===== src/rtl/lsu_pkg.sv =====
// Shared definitions for the load/store unit: size codes, FSM states, lane helpers.
// Latency: n/a (package only).
// Backpressure: n/a (package only).
package lsu_pkg;

  // RV32I load/store size codes (FUNCT3)
  localparam logic [2:0] F3_B  = 3'b000;
  localparam logic [2:0] F3_H  = 3'b001;
  localparam logic [2:0] F3_W  = 3'b010;
  localparam logic [2:0] F3_BU = 3'b100;
  localparam logic [2:0] F3_HU = 3'b101;

  typedef enum logic [2:0] {
    ST_IDLE,
    ST_READ,
    ST_WRITE,
    ST_RESP,
    ST_FAULT
  } lsu_state_t;

  // Stores only have B/H/W; loads add BU/HU.
  function automatic logic f3_illegal(input logic is_store, input logic [2:0] f3);
    if (is_store) return !(f3 == F3_B || f3 == F3_H || f3 == F3_W);
    return (f3 == 3'b011 || f3 == 3'b110 || f3 == 3'b111);
  endfunction

  function automatic logic f3_misaligned(input logic [2:0] f3, input logic [1:0] lane);
    case (f3)
      F3_H, F3_HU: return lane[0];
      F3_W:        return (lane != 2'b00);
      default:     return 1'b0;
    endcase
  endfunction

  function automatic logic [7:0] get_byte(input logic [31:0] word, input logic [1:0] lane);
    case (lane)
      2'd0:    return word[7:0];
      2'd1:    return word[15:8];
      2'd2:    return word[23:16];
      default: return word[31:24];
    endcase
  endfunction

  function automatic logic [15:0] get_half(input logic [31:0] word, input logic hi);
    return hi ? word[31:16] : word[15:0];
  endfunction

endpackage


===== src/rtl/lsu_align.sv =====
// Lane steering: extract+extend a load lane from a memory word; merge a store lane into a word.
// Latency: combinational, zero cycles.
// Backpressure: none; pure function of its inputs.
// Ports: i_word memory word, i_lane byte offset, i_funct3 size code, i_wdata right-aligned
//        store data; o_load extended load result, o_store word to write back.
module lsu_align
  import lsu_pkg::*;
(
  input  logic [31:0] i_word,
  input  logic [1:0]  i_lane,
  input  logic [2:0]  i_funct3,
  input  logic [31:0] i_wdata,
  output logic [31:0] o_load,
  output logic [31:0] o_store
);

  logic [7:0]  w_byte;
  logic [15:0] w_half;
  logic [4:0]  w_sh;

  assign w_byte = get_byte(i_word, i_lane);
  assign w_half = get_half(i_word, i_lane[1]);
  assign w_sh   = {i_lane, 3'b000};

  always_comb begin
    o_load  = i_word;
    o_store = i_wdata;
    case (i_funct3)
      F3_B: begin
        o_load  = {{24{w_byte[7]}}, w_byte};
        o_store = (i_word & ~(32'h0000_00FF << w_sh)) | ({24'h0, i_wdata[7:0]} << w_sh);
      end
      F3_H: begin
        o_load  = {{16{w_half[15]}}, w_half};
        o_store = i_lane[1] ? {i_wdata[15:0], i_word[15:0]} : {i_word[31:16], i_wdata[15:0]};
      end
      F3_BU:   o_load = {24'h0, w_byte};
      F3_HU:   o_load = {16'h0, w_half};
      default: ;
    endcase
  end

endmodule


===== src/rtl/load_store_unit.sv =====
// Load/store initiator: one core request -> DataMemory word accesses with RMW for sub-word stores.
// Latency: fault 1, load 2, SW 2, SB/SH 3 cycles from accepting edge to DONE.
// Backpressure: o_busy high while a request is in flight; requests seen while busy are dropped.
// Ports: i_req/i_is_store/i_funct3/i_addr/i_wdata request; o_busy/o_done/o_err/o_rdata
//        response; o_mem_we/o_mem_a/o_mem_wd/i_mem_rd DataMemory word port.
module load_store_unit
  import lsu_pkg::*;
#(
  parameter int MEM_WORDS   = 128,
  parameter bit CHECK_RANGE = 1'b1
) (
  input  logic        i_clk,
  input  logic        i_rst,
  input  logic        i_req,
  input  logic        i_is_store,
  input  logic [2:0]  i_funct3,
  input  logic [31:0] i_addr,
  input  logic [31:0] i_wdata,
  output logic        o_busy,
  output logic        o_done,
  output logic        o_err,
  output logic [31:0] o_rdata,
  output logic        o_mem_we,
  output logic [31:0] o_mem_a,
  output logic [31:0] o_mem_wd,
  input  logic [31:0] i_mem_rd
);

  localparam logic [32:0] L_LIMIT = 33'(MEM_WORDS) * 33'd4;

  lsu_state_t  r_state, w_next;
  logic        r_is_store;
  logic [2:0]  r_f3;
  logic [1:0]  r_lane;
  logic [31:0] r_wdata;
  logic [31:0] r_mem_a;
  logic [31:0] r_mem_wd;
  logic [31:0] r_rdata;
  logic        r_err;

  logic        w_fault;
  logic [31:0] w_load;
  logic [31:0] w_store;

  assign w_fault = f3_illegal(i_is_store, i_funct3)
                 | f3_misaligned(i_funct3, i_addr[1:0])
                 | (CHECK_RANGE && ({1'b0, i_addr} >= L_LIMIT));

  lsu_align u_align (
    .i_word   (i_mem_rd),
    .i_lane   (r_lane),
    .i_funct3 (r_f3),
    .i_wdata  (r_wdata),
    .o_load   (w_load),
    .o_store  (w_store)
  );

  always_ff @(posedge i_clk) begin
    if (i_rst) r_state <= ST_IDLE;
    else       r_state <= w_next;
  end

  always_comb begin
    w_next   = r_state;
    o_busy   = (r_state != ST_IDLE);
    o_done   = 1'b0;
    // Reset gates the strobe combinationally so a write caught mid-flight never lands.
    o_mem_we = 1'b0;
    case (r_state)
      ST_IDLE: begin
        if (i_req) begin
          if (w_fault)                              w_next = ST_FAULT;
          else if (i_is_store && i_funct3 == F3_W)  w_next = ST_WRITE;
          else                                      w_next = ST_READ;
        end
      end
      ST_READ:  w_next = r_is_store ? ST_WRITE : ST_RESP;
      ST_WRITE: begin
        o_mem_we = ~i_rst;
        w_next   = ST_RESP;
      end
      ST_RESP: begin
        o_done = 1'b1;
        w_next = ST_IDLE;
      end
      ST_FAULT: begin
        o_done = 1'b1;
        w_next = ST_IDLE;
      end
      default: w_next = ST_IDLE;
    endcase
  end

  // Response and memory-port registers hold their values between requests.
  always_ff @(posedge i_clk) begin
    if (i_rst) begin
      r_is_store <= 1'b0;
      r_f3       <= 3'b000;
      r_lane     <= 2'b00;
      r_wdata    <= 32'h0;
      r_mem_a    <= 32'h0;
      r_mem_wd   <= 32'h0;
      r_rdata    <= 32'h0;
      r_err      <= 1'b0;
    end else begin
      case (r_state)
        ST_IDLE: begin
          if (i_req) begin
            r_is_store <= i_is_store;
            r_f3       <= i_funct3;
            r_lane     <= i_addr[1:0];
            r_wdata    <= i_wdata;
            if (w_fault) begin
              r_err   <= 1'b1;
              r_rdata <= 32'h0;
            end else begin
              r_mem_a <= {i_addr[31:2], 2'b00};
              if (w_next == ST_WRITE) r_mem_wd <= i_wdata;
            end
          end
        end
        ST_READ: begin
          if (r_is_store) begin
            r_mem_wd <= w_store;
          end else begin
            r_rdata <= w_load;
            r_err   <= 1'b0;
          end
        end
        ST_WRITE: begin
          r_rdata <= 32'h0;
          r_err   <= 1'b0;
        end
        default: ;
      endcase
    end
  end

  assign o_err    = r_err;
  assign o_rdata  = r_rdata;
  assign o_mem_a  = r_mem_a;
  assign o_mem_wd = r_mem_wd;

endmodule


===== config.mk =====
export PLATFORM = sky130hd
export DESIGN_NAME = load_store_unit
export DESIGN_NICKNAME = d
export VERILOG_FILES = /design/src/rtl/lsu_pkg.sv /design/src/rtl/lsu_align.sv /design/src/rtl/load_store_unit.sv
export SDC_FILE = /design/constraint.sdc
export NUM_CORES = 1
export LEC_CHECK = 0
export ABC_AREA = 1
export CAP_MARGIN = 20
export CORE_AREA = 2 2 125 127
export CTS_CLUSTER_DIAMETER = 120
export DETAILED_ROUTE_END_ITERATION = 10
export DIE_AREA = 0 0 127 129
export MAX_ROUTING_LAYER = met4
export PLACE_DENSITY = 0.81
export RECOVER_POWER = 25
export REMOVE_ABC_BUFFERS = 1
export SLEW_MARGIN = 5
export SYNTH_ARGS = -nofsm -noshare
export SYNTH_HDL_FRONTEND = slang
export SYNTH_SLANG_ARGS = --single-unit

===== constraint.sdc =====
create_clock -name i_clk -period 2.2 [get_ports i_clk]
set_input_delay 0.44 -clock i_clk [delete_from_list [all_inputs] [get_ports i_clk]]
set_output_delay 0.44 -clock i_clk [all_outputs]
set_load 0.02 [all_outputs]

==> impl_results.html <==
<table>
<tr><th>Metric</th><th>Value</th></tr>
<tr><th colspan="2">Worst setup path</th></tr>
<tr><td>Critical path's top delay family</td><td>buffers and inverters</td></tr>
<tr><td>Kind of capture point of the worst setup path</td><td>output port</td></tr>
<tr><td>Crit-path cells</td><td>inv_1 &gt; nand2_2 &gt; clkdlybuf4s50_1</td></tr>
<tr><td>CP Data Required Time</td><td>between 1.5 and 2 ns</td></tr>
<tr><td>Slowest CP cell</td><td>sky130_fd_sc_hd__clkdlybuf4s50_1</td></tr>
<tr><td>Startpoint types</td><td>register</td></tr>
<tr><td>Type of the worst setup path</td><td>reg -&gt; out</td></tr>
<tr><td>Critical Path AT</td><td>around 1.6 ns</td></tr>
<tr><td>Crit path largest cell delay</td><td>0.62 ns</td></tr>
<tr><td>Cell count along the critical path</td><td>3</td></tr>
<tr><td>Depth of the most critical reg-to-reg path</td><td>7</td></tr>
<tr><td>Biggest fanout along the worst timing path</td><td>4</td></tr>
<tr><td>Crit path buf inv count</td><td>2</td></tr>
<tr><td>Slack of the worst reg-to-reg path</td><td>0.21 ns</td></tr>
<tr><th colspan="2">Power and ir drop</th></tr>
<tr><td>Clock power frac</td><td>between 40% and 50%</td></tr>
<tr><td>Maximum vdd drop</td><td>approximately 0.00055 V</td></tr>
<tr><td>Part of the total power dissipated in sequential elements</td><td>between 30% and 40%</td></tr>
<tr><td>Power per standard cell area</td><td>between 700 and 800 nW/um2</td></tr>
<tr><td>Internal Dissipation</td><td>slightly above 5000 uW</td></tr>
<tr><td>Net switching power of the design</td><td>between 2000 and 2500 uW</td></tr>
<tr><td>Post-route total power</td><td>7225 uW</td></tr>
<tr><td>Share of total power consumed by net switching</td><td>between 20% and 30%</td></tr>
<tr><td>Static leakage</td><td>0.004639 uW</td></tr>
<tr><td>Logic pwr share</td><td>19.3%</td></tr>
<tr><th colspan="2">Synth</th></tr>
<tr><td>Gate count of the mapped netlist</td><td>1,146</td></tr>
<tr><td>Number of enable flip-flop cells after synthesis</td><td>0</td></tr>
<tr><td>Number of warnings issued by yosys</td><td>0</td></tr>
<tr><td>Mapped Area</td><td>7243 um2</td></tr>
<tr><td>Post-Syn Area per Cell</td><td>6.320 um2</td></tr>
<tr><td>Most instantiated flip-flop cell in the synthesis netlist</td><td>sky130_fd_sc_hd__dfxtp_1</td></tr>
<tr><td>Number of storage elements in the synthesis netlist</td><td>about 140</td></tr>
<tr><td>Share of Yosys cell area claimed by the top area cell type</td><td>approximately 38%</td></tr>
<tr><td>Largest cells by area after synthesis</td><td>sky130_fd_sc_hd__dfxtp_1 38%, sky130_fd_sc_hd__nand2_1 13%, sky130_fd_sc_hd__nor2_1 8.9%</td></tr>
<tr><td>Fraction of synthesis flops using an asynchronous set or reset pin</td><td>0%</td></tr>
<tr><td>Netlist cell types</td><td>36</td></tr>
<tr><td>Cell type with the highest aggregate area in the netlist</td><td>sky130_fd_sc_hd__dfxtp_1</td></tr>
<tr><td>Fraction of the yosys area taken by sequential cells</td><td>37.59%</td></tr>
<tr><th colspan="2">Route</th></tr>
<tr><td>Total number of vias</td><td>8,393</td></tr>
<tr><td>Routed wire length</td><td>around 25,000 um</td></tr>
<tr><td>Detail-routed net length per standard cell</td><td>around 16 um</td></tr>
<tr><td>Number of DRC violations after detailed-routing iteration 0</td><td>roughly 920</td></tr>
<tr><td>Post-route DRC</td><td>0</td></tr>
<tr><td>Number of nets with antenna violations after routing</td><td>0</td></tr>
<tr><td>First-pass DRT Iterations</td><td>7</td></tr>
<tr><td>Ratio of routed vias to standard cells</td><td>~5.4</td></tr>
<tr><th colspan="2">STA</th></tr>
<tr><td>Timing-limited maximum frequency</td><td>between 0.4 and 0.5 GHz</td></tr>
<tr><td>Skew final</td><td>0.007684 ns</td></tr>
<tr><td>Ratio of final minimum period to clock period</td><td>about 93%</td></tr>
<tr><td>Transition time of the tightest slew-check pin</td><td>0.5632 ns</td></tr>
<tr><td>Final critical-path required period</td><td>roughly 2 ns</td></tr>
<tr><td>Final Max Slew Viols</td><td>0</td></tr>
<tr><td>RSZ-0062 raised after global routing</td><td>false</td></tr>
<tr><td>Final-report hold violation count</td><td>0</td></tr>
<tr><td>Worst slew margin</td><td>approximately 62%</td></tr>
<tr><td>Worst slack on hold paths</td><td>roughly 0.45 ns</td></tr>
<tr><td>Final number of setup-violating endpoints</td><td>0</td></tr>
<tr><th colspan="2">Floorplanning</th></tr>
<tr><td>Core area</td><td>roughly 15,000 um2</td></tr>
<tr><td>DIE WIDTH</td><td>around 130 um</td></tr>
<tr><td>Area of the die</td><td>about 16,000 um2</td></tr>
<tr><td>Initial core utilization</td><td>48.36%</td></tr>
<tr><td>Height of the die</td><td>129 um</td></tr>
<tr><td>Cell Rows</td><td>45</td></tr>
<tr><td>Count of pins on the block boundary</td><td>approximately 200</td></tr>
<tr><th colspan="2">CTS</th></tr>
<tr><td>Clk pin slew, worst setup/hold paths</td><td>approximately 0.06 ns</td></tr>
<tr><td>Total setup buffers inserted after CTS</td><td>0</td></tr>
<tr><td>Clock root buffer master</td><td>sky130_fd_sc_hd__clkbuf_16</td></tr>
<tr><td>Clock latency reported for the late side of the worst-skew pair</td><td>~0.44 ns</td></tr>
<tr><td>Number of H-tree levels</td><td>4</td></tr>
<tr><td>CTS Buffer Depth</td><td>2</td></tr>
<tr><td>Clock Sink Count</td><td>around 140</td></tr>
<tr><td>Total CTS buffers</td><td>17</td></tr>
<tr><td>CTS tree</td><td>yes</td></tr>
<tr><th colspan="2">Global route</th></tr>
<tr><td>Antenna violations before repair</td><td>0</td></tr>
<tr><td>Maximum number of pins on one net before global-route repair</td><td>between 50 and 60</td></tr>
<tr><td>Gr ovfl total</td><td>0</td></tr>
<tr><td>Vias in the first global route</td><td>between 8,000 and 9,000</td></tr>
<tr><td>Gr usage total</td><td>between 30% and 40%</td></tr>
<tr><td>Wire length of the first global-routing pass</td><td>around 39,000 um</td></tr>
<tr><th colspan="2">Placed design</th></tr>
<tr><td>Buffers on Ports</td><td>200</td></tr>
<tr><td>Half-perimeter wire length of the detailed placement result</td><td>~17,000 um</td></tr>
<tr><td>Routability-driven placement congestion ratio</td><td>0.9837</td></tr>
<tr><td>Area post-placement</td><td>between 9000 and 10,000 um2</td></tr>
<tr><th colspan="2">Finish</th></tr>
<tr><td>Ratio of cells with drive above 1 in the final layout</td><td>7.970%</td></tr>
<tr><td>Filler instances</td><td>about 1,300</td></tr>
<tr><td>Area of the multi-input gates</td><td>3647 um2</td></tr>
<tr><td>Inserted Diodes</td><td>0</td></tr>
<tr><td>Fin nets</td><td>~1,400</td></tr>
<tr><td>Most common cell after layout, fill and taps aside</td><td>sky130_fd_sc_hd__nand2_1</td></tr>
<tr><td>Finished Cell Area</td><td>between 10,000 and 15,000 um2</td></tr>
<tr><td>Combined flip-flop and latch cell area</td><td>2724 um2</td></tr>
<tr><td>Area growth from synthesis to layout</td><td>41.47%</td></tr>
<tr><td>Commonest non-fill, non-tap cells in the layout</td><td>256 x sky130_fd_sc_hd__nand2_1, 196 x sky130_fd_sc_hd__clkdlybuf4s50_1, 172 x sky130_fd_sc_hd__nor2_1, 135 x sky130_fd_sc_hd__inv_1, 135 x sky130_fd_sc_hd__dfxtp_1</td></tr>
<tr><th colspan="2">Status</th></tr>
<tr><td>Result of the run</td><td>finished clean</td></tr>
<tr><th colspan="2">Min path</th></tr>
<tr><td>Class of the tightest hold or removal check</td><td>reg -&gt; reg</td></tr>
<tr><td>Worst hold path stage count</td><td>2</td></tr>
<tr><th colspan="2">Run</th></tr>
<tr><td>MaxCap Viol Count</td><td>0</td></tr>
</table>
## sequential cells by signal (all words and copies together) (netlist names)
signal and flops:
o_err 1, o_mem_a 30, r_wdata 32, o_mem_wd 32, r_f3 3, o_rdata 32, r_is_store 1, r_state 3
r_lane 2
## cell type report
class | count | area share (%)
clock buffer | 19 | 4.322
clock inverter | 12 | 1.954
inverter | 140 | 5.140
multi-input combinational | 796 | 35.59
sequential | 136 | 26.58
tap | 188 | 2.295
timing repair buffer | 252 | 24.11
## worst reg2reg max path, delay by kind of cell, from the launching register on
kind / cells / cell delay [ns]
and+or+nand+nor: 3 / 0.64
DFF: 1 / 0.32
AOI/OAI and AO/OA: 2 / 0.37
buffers and inverters: 2 / 0.52
## final timing paths
kind / from / endpoint
min: o_mem_a[8] / o_mem_a[8]
min reg2reg: o_mem_a[8] / o_mem_a[8]
max reg2reg: r_state[2] / r_wdata[19]
max: r_state[0] / o_busy
## stage by stage
stage | setup WS, ns | setup TNS (ns) | instances | utilization [%]
2_1_floorplan | -0.7362 | -56.78 | 1072 | -
3_3_place_gp | -0.03431 | -0.1730 | 1512 | 64.38
3_5_place_dp | -0.08815 | -1.571 | 1512 | 64.38
4_1_cts | 0.02332 | 0 | 1543 | 68.66
5_1_grt | 0.03755 | 0 | 1543 | 68.42
6_report | 0.1527 | 0 | 1543 | 68.42
## power groups by stage
| stage | combinational, uW | clock (uW) | sequential [uW] |
|---|---|---|---|
| CTS | 1380 | 3170 | 2660 |
| detailed placement | 1370 | 0 | 2710 |
| global placement | 1350 | 0 | 2710 |
| floorplan | 606 | 0 | 2780 |
| finish | 1400 | 3160 | 2670 |
| global route | 1510 | 3290 | 2680 |
## per-layer routing
metal	vias up	wire length (um)	global-route usage, %	share of wire (%)
met4	0	915	13.96	3.7
met2	464	11430	49.24	46
met5	-	0	-	0
met3	89	2485	8.316	10
li1	4056	-	-	-
met1	3784	9976	38.23	40
## cell families after synthesis
family	synth area share (%)
flip-flops	37.59
buffers and inverters	12.04
AND/OR/NAND/NOR	30.66
AO/OA/AOI/OAI	19.11
other	0.05177
multiplexers	0.5528
## Yosys cell counts (5+ instances only)
cell	instances
sky130_fd_sc_hd__dfxtp_1	136
sky130_fd_sc_hd__a22oi_1	7
sky130_fd_sc_hd__buf_2	22
sky130_fd_sc_hd__o22ai_1	11
sky130_fd_sc_hd__o21ai_0	90
sky130_fd_sc_hd__inv_1	136
sky130_fd_sc_hd__nand2_1	256
sky130_fd_sc_hd__a21oi_1	109
sky130_fd_sc_hd__nand2_2	5
sky130_fd_sc_hd__or2_2	9
sky130_fd_sc_hd__nand4_1	8
sky130_fd_sc_hd__o211ai_1	12
sky130_fd_sc_hd__nor2_2	7
sky130_fd_sc_hd__a41oi_1	11
sky130_fd_sc_hd__nor2_1	172
sky130_fd_sc_hd__clkbuf_1	40
sky130_fd_sc_hd__nand3_1	77
sky130_fd_sc_hd__buf_1	6
## what timing repair did
action / in CTS / in global routing
resized for setup: 1 / 3
cloned: 0 / 0
hold buffers: 0 / 0
setup endpoints to repair: 1 / 5
(Power assumes the default switching activity.)
